$ cat src/rtl/julia_coord_gen.sv
// Julia-set pixel coordinate generator: latches view parameters at frame start, streams
// (x, y, col, row) in raster order. Optional JULIA_COORD_AUTO_RESTART_EN loops frames continuously.
module julia_coord_gen #(
    parameter int WIDTH = 27,
    parameter int H_RES = 640,
    parameter int V_RES = 480,
    parameter int COL_W = 10,
    parameter int ROW_W = 9
) (
    input  logic             clk,
    input  logic             reset,
    input  logic [WIDTH-1:0] x_0,
    input  logic [WIDTH-1:0] x_step,
    input  logic [WIDTH-1:0] y_0,
    input  logic [WIDTH-1:0] y_step,
    input  logic             start,
    output logic             busy,
    output logic             frame_done,
    output logic             out_valid,
    input  logic             out_ready,
    output logic [WIDTH-1:0] out_x,
    output logic [WIDTH-1:0] out_y,
    output logic [COL_W-1:0] out_col,
    output logic [ROW_W-1:0] out_row,
    output logic             out_last
);

    typedef enum logic [1:0] {IDLE, RUN, DONE} state_t;

    localparam logic [COL_W-1:0] COL_LAST = COL_W'(H_RES - 1);
    localparam logic [ROW_W-1:0] ROW_LAST = ROW_W'(V_RES - 1);

    state_t           state_q, state_d;
    logic [WIDTH-1:0] x0_sh_q, x0_sh_d, xs_sh_q, xs_sh_d;
    logic [WIDTH-1:0] ys_sh_q, ys_sh_d;
    logic [WIDTH-1:0] x_q, x_d, y_q, y_d;
    logic [COL_W-1:0] col_q, col_d;
    logic [ROW_W-1:0] row_q, row_d;
    logic             busy_q, busy_d;
    logic             frame_done_q, frame_done_d;
    logic             out_valid_q, out_valid_d;
    logic             out_last_q, out_last_d;
    logic             load;

    always_comb begin
        state_d      = state_q;
        x0_sh_d      = x0_sh_q;
        xs_sh_d      = xs_sh_q;
        ys_sh_d      = ys_sh_q;
        x_d          = x_q;
        y_d          = y_q;
        col_d        = col_q;
        row_d        = row_q;
        frame_done_d = 1'b0;
        load         = 1'b0;

        case (state_q)
            IDLE: load = start;
            RUN: begin
                if (out_ready) begin
                    if (col_q != COL_LAST) begin
                        col_d = col_q + 1'b1;
                        x_d   = x_q + xs_sh_q;
                    end else if (row_q != ROW_LAST) begin
                        // x re-seeded from the latch so column error never crosses rows
                        col_d = '0;
                        row_d = row_q + 1'b1;
                        x_d   = x0_sh_q;
                        y_d   = y_q + ys_sh_q;
                    end else begin
                        state_d      = DONE;
                        frame_done_d = 1'b1;
                    end
                end
            end
            DONE: begin
`ifdef JULIA_COORD_AUTO_RESTART_EN
                load = 1'b1;
`else
                state_d = IDLE;
`endif
            end
            default: state_d = IDLE;
        endcase

        // y_0 needs no shadow: it is consumed only at the load itself
        if (load) begin
            x0_sh_d = x_0;
            xs_sh_d = x_step;
            ys_sh_d = y_step;
            x_d     = x_0;
            y_d     = y_0;
            col_d   = '0;
            row_d   = '0;
            state_d = RUN;
        end

        out_valid_d = (state_d == RUN);
        busy_d      = (state_d != IDLE);
        out_last_d  = (state_d == RUN) && (col_d == COL_LAST) && (row_d == ROW_LAST);
    end

    always_ff @(posedge clk) begin
        if (reset) begin
            state_q      <= IDLE;
            x0_sh_q      <= '0;
            xs_sh_q      <= '0;
            ys_sh_q      <= '0;
            x_q          <= '0;
            y_q          <= '0;
            col_q        <= '0;
            row_q        <= '0;
            busy_q       <= 1'b0;
            frame_done_q <= 1'b0;
            out_valid_q  <= 1'b0;
            out_last_q   <= 1'b0;
        end else begin
            state_q      <= state_d;
            x0_sh_q      <= x0_sh_d;
            xs_sh_q      <= xs_sh_d;
            ys_sh_q      <= ys_sh_d;
            x_q          <= x_d;
            y_q          <= y_d;
            col_q        <= col_d;
            row_q        <= row_d;
            busy_q       <= busy_d;
            frame_done_q <= frame_done_d;
            out_valid_q  <= out_valid_d;
            out_last_q   <= out_last_d;
        end
    end

    assign busy       = busy_q;
    assign frame_done = frame_done_q;
    assign out_valid  = out_valid_q;
    assign out_x      = x_q;
    assign out_y      = y_q;
    assign out_col    = col_q;
    assign out_row    = row_q;
    assign out_last   = out_last_q;

endmodule

$ cat config.mk
export PLATFORM = sky130hd
export DESIGN_NAME = julia_coord_gen
export DESIGN_NICKNAME = d
export VERILOG_FILES = /design/src/rtl/julia_coord_gen.sv
export SDC_FILE = /design/constraint.sdc
export NUM_CORES = 1
export LEC_CHECK = 0
export CAP_MARGIN = 20
export CORE_ASPECT_RATIO = 0.9
export CORE_UTILIZATION = 45
export CTS_BUF_LIST = sky130_fd_sc_hd__clkbuf_16
export DETAILED_ROUTE_END_ITERATION = 10
export PLACE_DENSITY = 0.69
export SYNTH_ARGS = -nofsm -noshare
export SYNTH_HDL_FRONTEND = slang
export SYNTH_SLANG_ARGS = --single-unit
$ cat constraint.sdc
create_clock -name clk -period 5.4 [get_ports clk]
set_input_delay 1.62 -clock clk [delete_from_list [all_inputs] [get_ports clk]]
set_output_delay 1.62 -clock clk [all_outputs]
set_load 0.01 [all_outputs]
==> reports/qor.yml <==
status: "finished, final reports clean"
worstMarginPinSlew_ns: 1.01
final-setup-viol-count: 0
ir_worst_vdd_uv: 199
r2r_start: "out_y[1]$_SDFFE_PP0P_"
avgSynthCellArea_um2: 7.80
area_growth_pct: 30.7
syn_inst: 1120
worstPathArrival_ns: 4.48
dr.pass1.iters: 7
worstSkewPairLatency_ns: 0.44
seq_area_frac_synth_pct: 36.6
cts_hold_buf: 0
cts_tree: "built"
p_leak_nw: 4.40
cts_buffers: 17
grt_pass1_vias: 8101
ys_async_sr_fraction_pct: 0
required_ns: 5.74
final_antenna_net_count: 0
start_kind: "input port"
powerDensity_nw_per_um2: 272
r2r_slack_ns: 1.84
nFillCells: 1732
gp_congestion: 0.893
max_stage_delay_ns: 0.54
grt_overflow_total: 0
syn_area_um2: 8740
fin_setup_tns_ns: 0
cp_max_fo: 24
post_cts_buffers: 0
period_share_pct: 76.8
viasPerCell: 5.61
placed_cell_area_um2: 10800
place_hpwl_mm: 17.8
clock-sinks: 160
die_y_um: 134
final_max_slew_viol_count: 0
ys_warn_count: 0
crit_buf_inv: 2
clock.fmax_mhz: 241
rows: 47
die_x_um: 149
drc: 0
endpoint_kind: "register"
drive_gt1_share_pct: 5.05
reg2reg_depth: 10
wire_per_inst_um: 16.4
grt_max_degree: 115
r2r_end: "out_y[23]$_SDFFE_PP0P_"
path_class: "in -> reg"
path_clk_slew_ns: 0.07
worstHoldStart: "x0_sh_q[8]$_SDFFE_PP0P_"
vias: 8610
cpLargestDelayFamily: "simple AND/OR/NAND/NOR gates"
start_util_pct: 46.7
yosys_register_bits: 160
root_buffer: "clkbuf_16"
drt-initial-drc-count: 523
holdPathStages: 2
htreeDepth: 4
final_nets: 1443
rsz0062_at_grt: "false"
syn-num-nets: 1288
portBuffers: 188
hold_end: "x0_sh_q[8]$_SDFFE_PP0P_"
ios: 189
final_area_um2: 11400
synth_edf_count: 0
relSlewSlack_pct: 30.9
synthFlopType: "dfxtp_1"
cts.path.max_buffers: 2
skew_ns: 0.0178
die-area_um2: 20000
cts.repair.resized: 0
min_path_type: "reg -> reg"
grt_pass1_wl_mm: 40.7
fp.coreArea_um2: 18700
hold_viol_final: 0
antenna_found_initial: 1
synthDistinctLibCells: 68
cp_cell_sequence: "clkdlybuf4s50_1, nand3b_1, nor3b_2, nand2_1, nor2_2, buf_4, nand4_1, xor2_1, nor2_1, nand4_1, nor4b_1"
finalWirelength_mm: 25.2
max_cap_violations: 0
grt_usage_pct: 25.5
cpMostUsedCell: "nand4_1"
critPathSlowestCell: "clkdlybuf4s50_1"
fin_total_pwr_mw: 3.11
finalCriticalPeriod_ns: 4.15
## worst max path at each step
stage / start / end / slack (ns) / cells past startpoint
floorplan: out_ready / out_last$_SDFF_PP0_ / 2.26 / 9
global placement: out_ready / out_last$_SDFF_PP0_ / 0.93 / 10
detailed placement: out_ready / out_last$_SDFF_PP0_ / 0.79 / 10
CTS: out_ready / out_last$_SDFF_PP0_ / 1.24 / 10
global route: out_ready / out_last$_SDFF_PP0_ / 0.92 / 11
finish: out_ready / out_last$_SDFF_PP0_ / 1.25 / 11
## worst min-delay path, stage by stage (launching register included)
cell     delay [ns]
dfxtp_1        0.31
nand2_1        0.05
a21oi_1        0.05
## cell type report
| class | instances | area (um^2) | share of cell area, % |
|---|---|---|---|
| Timing Repair Buffer | 200 | 1990 | 17.4 |
| Inverter | 13 | 48.8 | 0.427 |
| Multi-Input combinational cell | 883 | 5260 | 46.0 |
| Clock inverter | 15 | 194 | 1.70 |
| Tap cell | 245 | 307 | 2.68 |
| Antenna cell | 1 | 2.50 | 0.0219 |
| Sequential cell | 160 | 3200 | 28.0 |
| Clock buffer | 17 | 425 | 3.72 |
## report_power, final
group          total, mW  switching [mW]  internal (mW)
clock network       1.28           0.505          0.771
logic              0.537           0.275          0.262
registers           1.30          0.0526           1.25
## state kept, by name, indices dropped and copies added (netlist names)
| register | cells |
|---|---|
| out_valid | 1 |
| xs_sh_q | 27 |
| busy | 1 |
| frame_done | 1 |
| state_q | 2 |
| out_x | 27 |
| out_y | 27 |
| out_col | 10 |
| out_last | 1 |
| out_row | 9 |
| x0_sh_q | 27 |
| ys_sh_q | 27 |
## through the flow
step	utilization [%]	hold WS [ns]	setup WS (ns)	cells
floorplan	-	0.433	2.26	1120
global placement	57.7	0.439	0.933	1500
detailed placement	57.7	0.446	0.795	1500
CTS	61.0	0.455	1.24	1532
global route	61.1	0.470	0.916	1534
finish	61.1	0.454	1.25	1534
## layout by cell type, fill, tap and decap left out, drive strengths merged, types with 8 or more instances in the layout
cell type / instances
xor2: 21
inv: 15
nor3: 18
buf: 13
nand2: 242
a31oi: 12
o211ai: 15
a21o: 16
a21oi: 159
a22oi: 27
nor2b: 11
nand3: 18
nand4: 8
clkbuf: 17
dfxtp: 160
and3: 9
o21ai: 56
a211oi: 12
nor2: 75
o21bai: 8
xnor2: 29
clkdlybuf4s50: 187
ha: 54
## Yosys cell counts, types with 13 or more instances
| library cell | n | area share (%) |
|---|---|---|
| o211ai_1 | 15 | 1.3 |
| nand2_1 | 242 | 10 |
| clkbuf_1 | 57 | 2.4 |
| o21ai_0 | 54 | 3.1 |
| inv_1 | 13 | 0.56 |
| dfxtp_1 | 160 | 37 |
| nor3_1 | 18 | 1.0 |
| a21oi_1 | 158 | 9.0 |
| ha_1 | 54 | 7.7 |
| xnor2_1 | 29 | 2.9 |
| xor2_1 | 21 | 2.1 |
| nor2_1 | 72 | 3.1 |
| a21o_1 | 16 | 1.4 |
| a22oi_1 | 27 | 2.3 |
| nand3_1 | 18 | 1.0 |
## metal layers
metal	vias up	global-route usage, %	part of all wire [%]
met3	30	4.83	6.6
met5	-	0	0
met1	3991	35.7	48
met2	288	38.9	44
li1	4301	-	-
met4	0	8.39	1.9
## cells by family (layout without fill, tap and decap cells)
group	Yosys count	in the layout	share of synthesized area, %
AOI/OAI and AO/OA	357	357	25.6
xor gates and xnor gates	50	50	5.01
adders and majority gates	56	56	8.19
buffers and inverters	77	245	3.36
DFF	160	160	36.6
muxes	6	6	0.701
other	0	1	0
and+or+nand+nor	414	414	20.5
Note: power is estimated with default switching activity, not from simulation.
